File: src/rtl/mem_bus_ctrl_pkg.sv
// Shared types and constants for the data-memory bus master.
package mem_bus_ctrl_pkg;

    localparam int REG_DATA_WIDTH          = 32;
    localparam int BYTE_SLCT_WIDTH         = 4;
    localparam int MEM_BUS_TIMEOUT_DEFAULT = 16;
    localparam int TMO_CNT_WIDTH           = 8;

    // Bus FSM encodings; exposed on the debug port of the top.
    typedef enum logic [1:0] {
        MBC_IDLE = 2'd0,
        MBC_REQ  = 2'd1,
        MBC_DONE = 2'd2
    } mbc_state_e;

    // Word-align a byte address by clearing the two lane-select bits.
    function automatic logic [REG_DATA_WIDTH-1:0] word_align(
        input logic [REG_DATA_WIDTH-1:0] byte_addr
    );
        return byte_addr & ~REG_DATA_WIDTH'(3);
    endfunction

endpackage

File: src/rtl/mbc_timeout_cnt.sv
// Cycle counter for the request phase; flags when the configured limit is reached.
module mbc_timeout_cnt
    import mem_bus_ctrl_pkg::*;
(
    input  logic                     clk,
    input  logic                     rst,
    input  logic                     clr,
    input  logic                     en,
    input  logic [TMO_CNT_WIDTH-1:0] limit,
    output logic                     expire
);

    logic [TMO_CNT_WIDTH-1:0] count;

    // Count request cycles; clear has priority so the next request starts at zero.
    always_ff @(posedge clk or negedge rst) begin
        if (!rst) begin
            count <= '0;
        end else if (clr) begin
            count <= '0;
        end else if (en) begin
            count <= count + 1'b1;
        end
    end

    // Expiry is only meaningful while counting; the caller qualifies it with state.
    assign expire = (count == limit);

endmodule

File: src/rtl/mem_bus_ctrl.sv
// Data-memory bus master behind the MEM stage: turns a load/store into one
// req/ack transaction, stalls the pipeline meanwhile and returns the raw word.
//
// Bus handshake: bus_req is registered and, once raised, it and every other
// bus_* output hold still until the cycle in which bus_ack is seen high in
// REQ; that cycle completes the transfer (bus_err qualifies it as failed) and
// bus_req drops at the following edge. bus_ack outside REQ is ignored.
module mem_bus_ctrl
    import mem_bus_ctrl_pkg::*;
#(
    parameter int TIMEOUT_CYCLES = MEM_BUS_TIMEOUT_DEFAULT
) (
    input  logic                       clk,
    input  logic                       rst,
    input  logic                       ReadMem,
    input  logic                       WriteMem,
    input  logic [REG_DATA_WIDTH-1:0]  mem_addr,
    input  logic [BYTE_SLCT_WIDTH-1:0] byte_slct,
    input  logic [REG_DATA_WIDTH-1:0]  data_to_write_mem,
    output logic [REG_DATA_WIDTH-1:0]  raw_mem_data,
    output logic                       mem_stall,
    output logic                       mem_err,
    output logic                       bus_req,
    output logic                       bus_we,
    output logic [REG_DATA_WIDTH-1:0]  bus_addr,
    output logic [BYTE_SLCT_WIDTH-1:0] bus_be,
    output logic [REG_DATA_WIDTH-1:0]  bus_wdata,
    input  logic                       bus_ack,
    input  logic                       bus_err,
    input  logic [REG_DATA_WIDTH-1:0]  bus_rdata,
    output mbc_state_e                 state_dbg
);

    localparam logic [TMO_CNT_WIDTH-1:0] TIMEOUT_LIMIT = TMO_CNT_WIDTH'(TIMEOUT_CYCLES - 1);

    mbc_state_e state;
    mbc_state_e state_next;
    logic       access;
    logic       tmo_expire;
    logic       req_exit;

    assign access    = (ReadMem | WriteMem) & (byte_slct != '0);
    assign req_exit  = (state == MBC_REQ) & (bus_ack | tmo_expire);
    assign state_dbg = state;

    // Held low through reset so a pending access cannot freeze the pipeline.
    assign mem_stall = rst & (((state == MBC_IDLE) & access) | (state == MBC_REQ));

    mbc_timeout_cnt u_timeout_cnt (
        .clk    (clk),
        .rst    (rst),
        .clr    ((state != MBC_REQ) | req_exit),
        .en     (state == MBC_REQ),
        .limit  (TIMEOUT_LIMIT),
        .expire (tmo_expire)
    );

    // State register.
    always_ff @(posedge clk or negedge rst) begin
        if (!rst) begin
            state <= MBC_IDLE;
        end else begin
            state <= state_next;
        end
    end

    // Next-state logic: IDLE -> REQ on access, REQ -> DONE on ack or timeout, DONE lasts one cycle.
    always_comb begin
        state_next = state;
        case (state)
            MBC_IDLE: if (access) state_next = MBC_REQ;
            MBC_REQ:  if (bus_ack || tmo_expire) state_next = MBC_DONE;
            MBC_DONE: state_next = MBC_IDLE;
            default:  state_next = MBC_IDLE;
        endcase
    end

    // Bus outputs, read data and sticky error; latched request fields stay put until the next access.
    always_ff @(posedge clk or negedge rst) begin
        if (!rst) begin
            bus_req      <= 1'b0;
            bus_we       <= 1'b0;
            bus_addr     <= '0;
            bus_be       <= '0;
            bus_wdata    <= '0;
            raw_mem_data <= '0;
            mem_err      <= 1'b0;
        end else begin
            case (state)
                MBC_IDLE: begin
                    if (access) begin
                        bus_req   <= 1'b1;
                        bus_we    <= WriteMem;
                        bus_addr  <= word_align(mem_addr);
                        bus_be    <= byte_slct;
                        bus_wdata <= data_to_write_mem;
                        // Simultaneous load and store is illegal; it proceeds as a store.
                        if (ReadMem && WriteMem) begin
                            mem_err <= 1'b1;
                        end
                    end
                end
                MBC_REQ: begin
                    if (bus_ack) begin
                        bus_req <= 1'b0;
                        if (bus_err) begin
                            mem_err <= 1'b1;
                            if (!bus_we) raw_mem_data <= '0;
                        end else if (!bus_we) begin
                            raw_mem_data <= bus_rdata;
                        end
                    end else if (tmo_expire) begin
                        bus_req <= 1'b0;
                        mem_err <= 1'b1;
                        if (!bus_we) raw_mem_data <= '0;
                    end
                end
                default: ;
            endcase
        end
    end

endmodule

File: config.mk
export PLATFORM = sky130hd
export DESIGN_NAME = mem_bus_ctrl
export DESIGN_NICKNAME = d
export VERILOG_FILES = /design/src/rtl/mem_bus_ctrl_pkg.sv /design/src/rtl/mbc_timeout_cnt.sv /design/src/rtl/mem_bus_ctrl.sv
export SDC_FILE = /design/constraint.sdc
export NUM_CORES = 1
export LEC_CHECK = 0
export ABC_AREA = 0
export BUFFER_PORTS_ARGS = -buffer_cell sky130_fd_sc_hd__buf_2
export CAP_MARGIN = 20
export CORE_MARGIN = 5
export CORE_UTILIZATION = 50
export CTS_CLUSTER_DIAMETER = 60
export DETAILED_ROUTE_END_ITERATION = 12
export HOLD_SLACK_MARGIN = 0.1
export PLACE_DENSITY = 0.83
export SLEW_MARGIN = 20
export SYNTH_ARGS = -nofsm -noshare
export SYNTH_HDL_FRONTEND = slang
export SYNTH_SLANG_ARGS = --single-unit
export TNS_END_PERCENT = 5
File: constraint.sdc
create_clock -name clk -period 2.52 [get_ports clk]
set_input_delay 0.252 -clock clk [delete_from_list [all_inputs] [get_ports clk]]
set_output_delay 0.252 -clock clk [all_outputs]
set_load 0.01 [all_outputs]
==> impl_metrics.env <==
export IMPL_status="finished, final reports clean"
export IMPL_wl_per_cell_um=17.6
export IMPL_yosysSeqAreaShare_pct=55.8
export IMPL_cts_inserted_buffers=9
export IMPL_grt_use_total_pct=21.1
export IMPL_wirelength_mm=13.2
export IMPL_p_seq_share_pct=39.2
export IMPL_viasPerCell=5.01
export IMPL_syn_area_sq_mm=0.00498
export IMPL_path_clk_slew_ns=0.11
export IMPL_drive_gt1_share_pct=48.8
export IMPL_core_area_sq_mm=0.00973
export IMPL_period_needed_ns=2.21
export IMPL_synth_largest_area_cell="dfrtp_1"
export IMPL_cts_root_buf="clkbuf_8"
export IMPL_period_share_pct=87.7
export IMPL_start_util_pct=51.2
export IMPL_synth_seq_cells=111
export IMPL_synth_commonest_cells="111 x dfrtp_1, 37 x mux2_4, 35 x inv_1"
export IMPL_die_y_um=110
export IMPL_ant_nets=0
export IMPL_slew_limit_headroom_pct=62.0
export IMPL_finalSetupViolCount=0
export IMPL_power_density_mw_per_mm2=1200
export IMPL_num_vias=3746
export IMPL_rsz0062_at_grt="false"
export IMPL_arrival_ns=1.96
export IMPL_die_w_um=110
export IMPL_synth_top_area_share_pct=55.8
export IMPL_grt_max_degree=112
export IMPL_gp_congestion=0.775
export IMPL_drt_iter0_drc=187
export IMPL_power_mw=8.03
export IMPL_dr_pass1_iters=4
export IMPL_grt_pass1_vias=3923
export IMPL_cts_tree="yes"
export IMPL_end_kind="output port"
export IMPL_intPower_mw=5.24
export IMPL_antenna_found_initial=1
export IMPL_worst_clock_skew_ns=0.0197
export IMPL_drc_errors=0
export IMPL_io_buffers=207
export IMPL_synth_mux_area_share_pct=24.0
export IMPL_crit_type="reg -> out"
export IMPL_synth_xor_area_share_pct=0.528
export IMPL_cts_max_path_buffers=2
export IMPL_max_freq_mhz=452
export IMPL_fin_area_sq_mm=0.00670
export IMPL_clock_sinks=111
export IMPL_p_leak_nw=3.45
export IMPL_yosys_area_share_adder_pct=0.251
export IMPL_p_sw_mw=2.80
export IMPL_htreeDepth=3
export IMPL_syn_area_per_cell_sq_um=13.2
export IMPL_synth_cell_types=38
export IMPL_crit_required_ns=2.27
export IMPL_startpoint_type="flip-flop"
export IMPL_crit_fanout=33
export IMPL_place_hpwl_mm=9.19
export IMPL_tightest_slew_ns=0.570
export IMPL_fillers=707
export IMPL_grt_pass1_wl_mm=19.6
export IMPL_dpl_cell_area_sq_mm=0.00615
export IMPL_ys_top_cells_by_area="dfrtp_1 56%, mux2_4 11%, mux2_2 6.8%, mux2i_1 6.0%, and3b_1 5.3%"
export IMPL_final_nets=715
export IMPL_yosys_warnings=0
export IMPL_post_cts_buffers=0
export IMPL_grt_overflow_total=0
export IMPL_switching_share_pct=34.8
export IMPL_combPwrFrac_pct=44.1
export IMPL_syn_inst=376
export IMPL_synth_compound_area_share_pct=5.73
export IMPL_synth_most_common_cell="dfrtp_1"
export IMPL_area_growth_syn_to_layout_pct=34.7
export IMPL_vdd_drop_max_mv=0.657
export IMPL_hold_viol_final=0
export IMPL_setup_tns_final_ns=0
export IMPL_fp_row_count=36
export IMPL_synthFlopType="dfrtp_1"
export IMPL_clkPwrFrac_pct=16.8
export IMPL_drv_cap=0
export IMPL_r2r_setup_slack_ns=0.53
export IMPL_drv_slew=0
export IMPL_die_area_sq_mm=0.0120
export IMPL_synth_simple_area_share_pct=8.30
export IMPL_clkLatencyLatePin_ns=0.36
export IMPL_async_reset_ff_share_pct=100
export IMPL_worst_hold_path_type="in -> reg"
export IMPL_hold_worst_slack_ns=0.125
export IMPL_synth_edff_count=0
export IMPL_ioPinCount=212
export IMPL_synth_top_family_by_area="multiplexers"
## registers in the layout, summed over array words and instances, names as in the netlist
name and cells:
bus_addr 30, bus_be 4, bus_req 1, bus_wdata 32
bus_we 1, mem_err 1, raw_mem_data 32, state_dbg 2
u_timeout_cnt.count 8
## repair_timing
item	4_1_cts	5_1_grt
hold endpoints to repair	123	16
hold buffers	13	16
endpoints found under the setup margin	0	0
gates resized for setup	0	0
## stage by stage
step,utilization (%),instances,setup WS (ns)
final,68.9,748,0.309
after global placement,63.2,701,0.600
after global routing,68.9,747,0.131
after detailed placement,63.2,701,0.547
after floorplan,-,377,0.841
after CTS,67.2,730,0.279
## critical path, cell delays in order, from the launching register on
cell and delay, ns:
dfrtp_1 0.46, nor2_1 0.25, o211a_4 0.56, o21a_1 0.20
buf_2 0.14
## cells by family after synthesis
group | after synthesis
adder cells (fa/ha/maj) | 1
buffers and inverters | 57
flip-flops | 111
AND/OR/NAND/NOR | 58
XOR/XNOR | 3
other | 1
AO/OA/AOI/OAI | 48
multiplexers | 97
## final timing paths
check                                                         from                                  to  cells past startpoint
worst min register to register  u_timeout_cnt.count[0]$_DFFE_PN0P_  u_timeout_cnt.count[0]$_DFFE_PN0P_                      1
worst min-delay path                                   mem_addr[7]             bus_addr[7]$_DFFE_PN0P_                      2
worst max register to register            state_dbg[1]$_DFFE_PN0P_           bus_wdata[27]$_DFFE_PN0P_                      4
worst max-delay path                      state_dbg[1]$_DFFE_PN0P_                           mem_stall                      4
min in group asynchronous                                      rst            state_dbg[1]$_DFFE_PN0P_                      3
max in group asynchronous                                      rst            bus_addr[20]$_DFFE_PN0P_                      3
## routing by layer
layer	up-vias	track usage, %	share of wire, %
met5	-	0	0
met4	0	5.70	1.5
met3	17	7.57	10
met2	169	34.6	49
met1	1796	26.5	39
li1	1764	-	-
## cell usage in the layout, fill, tap and decap left out, types with 3 or more instances in the layout
cell type,count
and3b_1,30
buf_4,4
a21oi_1,4
inv_1,35
or3_1,3
dlygate4sd3_1,29
nand2_1,3
buf_12,3
mux2_4,37
dfrtp_1,111
mux2_2,30
clkbuf_8,9
nand3_1,3
mux2i_1,30
buf_2,206
bufinv_16,4
o21ai_0,32
nor2_1,9
## power groups by stage
stage | clock network (mW) | registers (mW) | logic [mW]
finish | 1.35 | 3.15 | 3.54
global route | 1.46 | 3.26 | 3.83
CTS | 1.37 | 3.14 | 3.55
detailed placement | 0 | 3.15 | 3.53
global placement | 0 | 3.10 | 3.41
floorplan | 0 | 3.50 | 1.80
## cell type report
| class | instances | area [sq um] | share of cell area, % |
|---|---|---|---|
| clock inverters | 6 | 133 | 1.98 |
| inverters | 35 | 131 | 1.96 |
| well taps | 133 | 166 | 2.48 |
| repair buffers | 242 | 1410 | 21.1 |
| multi-input cells | 209 | 1950 | 29.1 |
| diodes | 2 | 5.00 | 0.0747 |
| flip-flops and latches | 111 | 2780 | 41.4 |
| clock buffers | 10 | 128 | 1.90 |
Note: power is estimated with default switching activity, not from simulation.
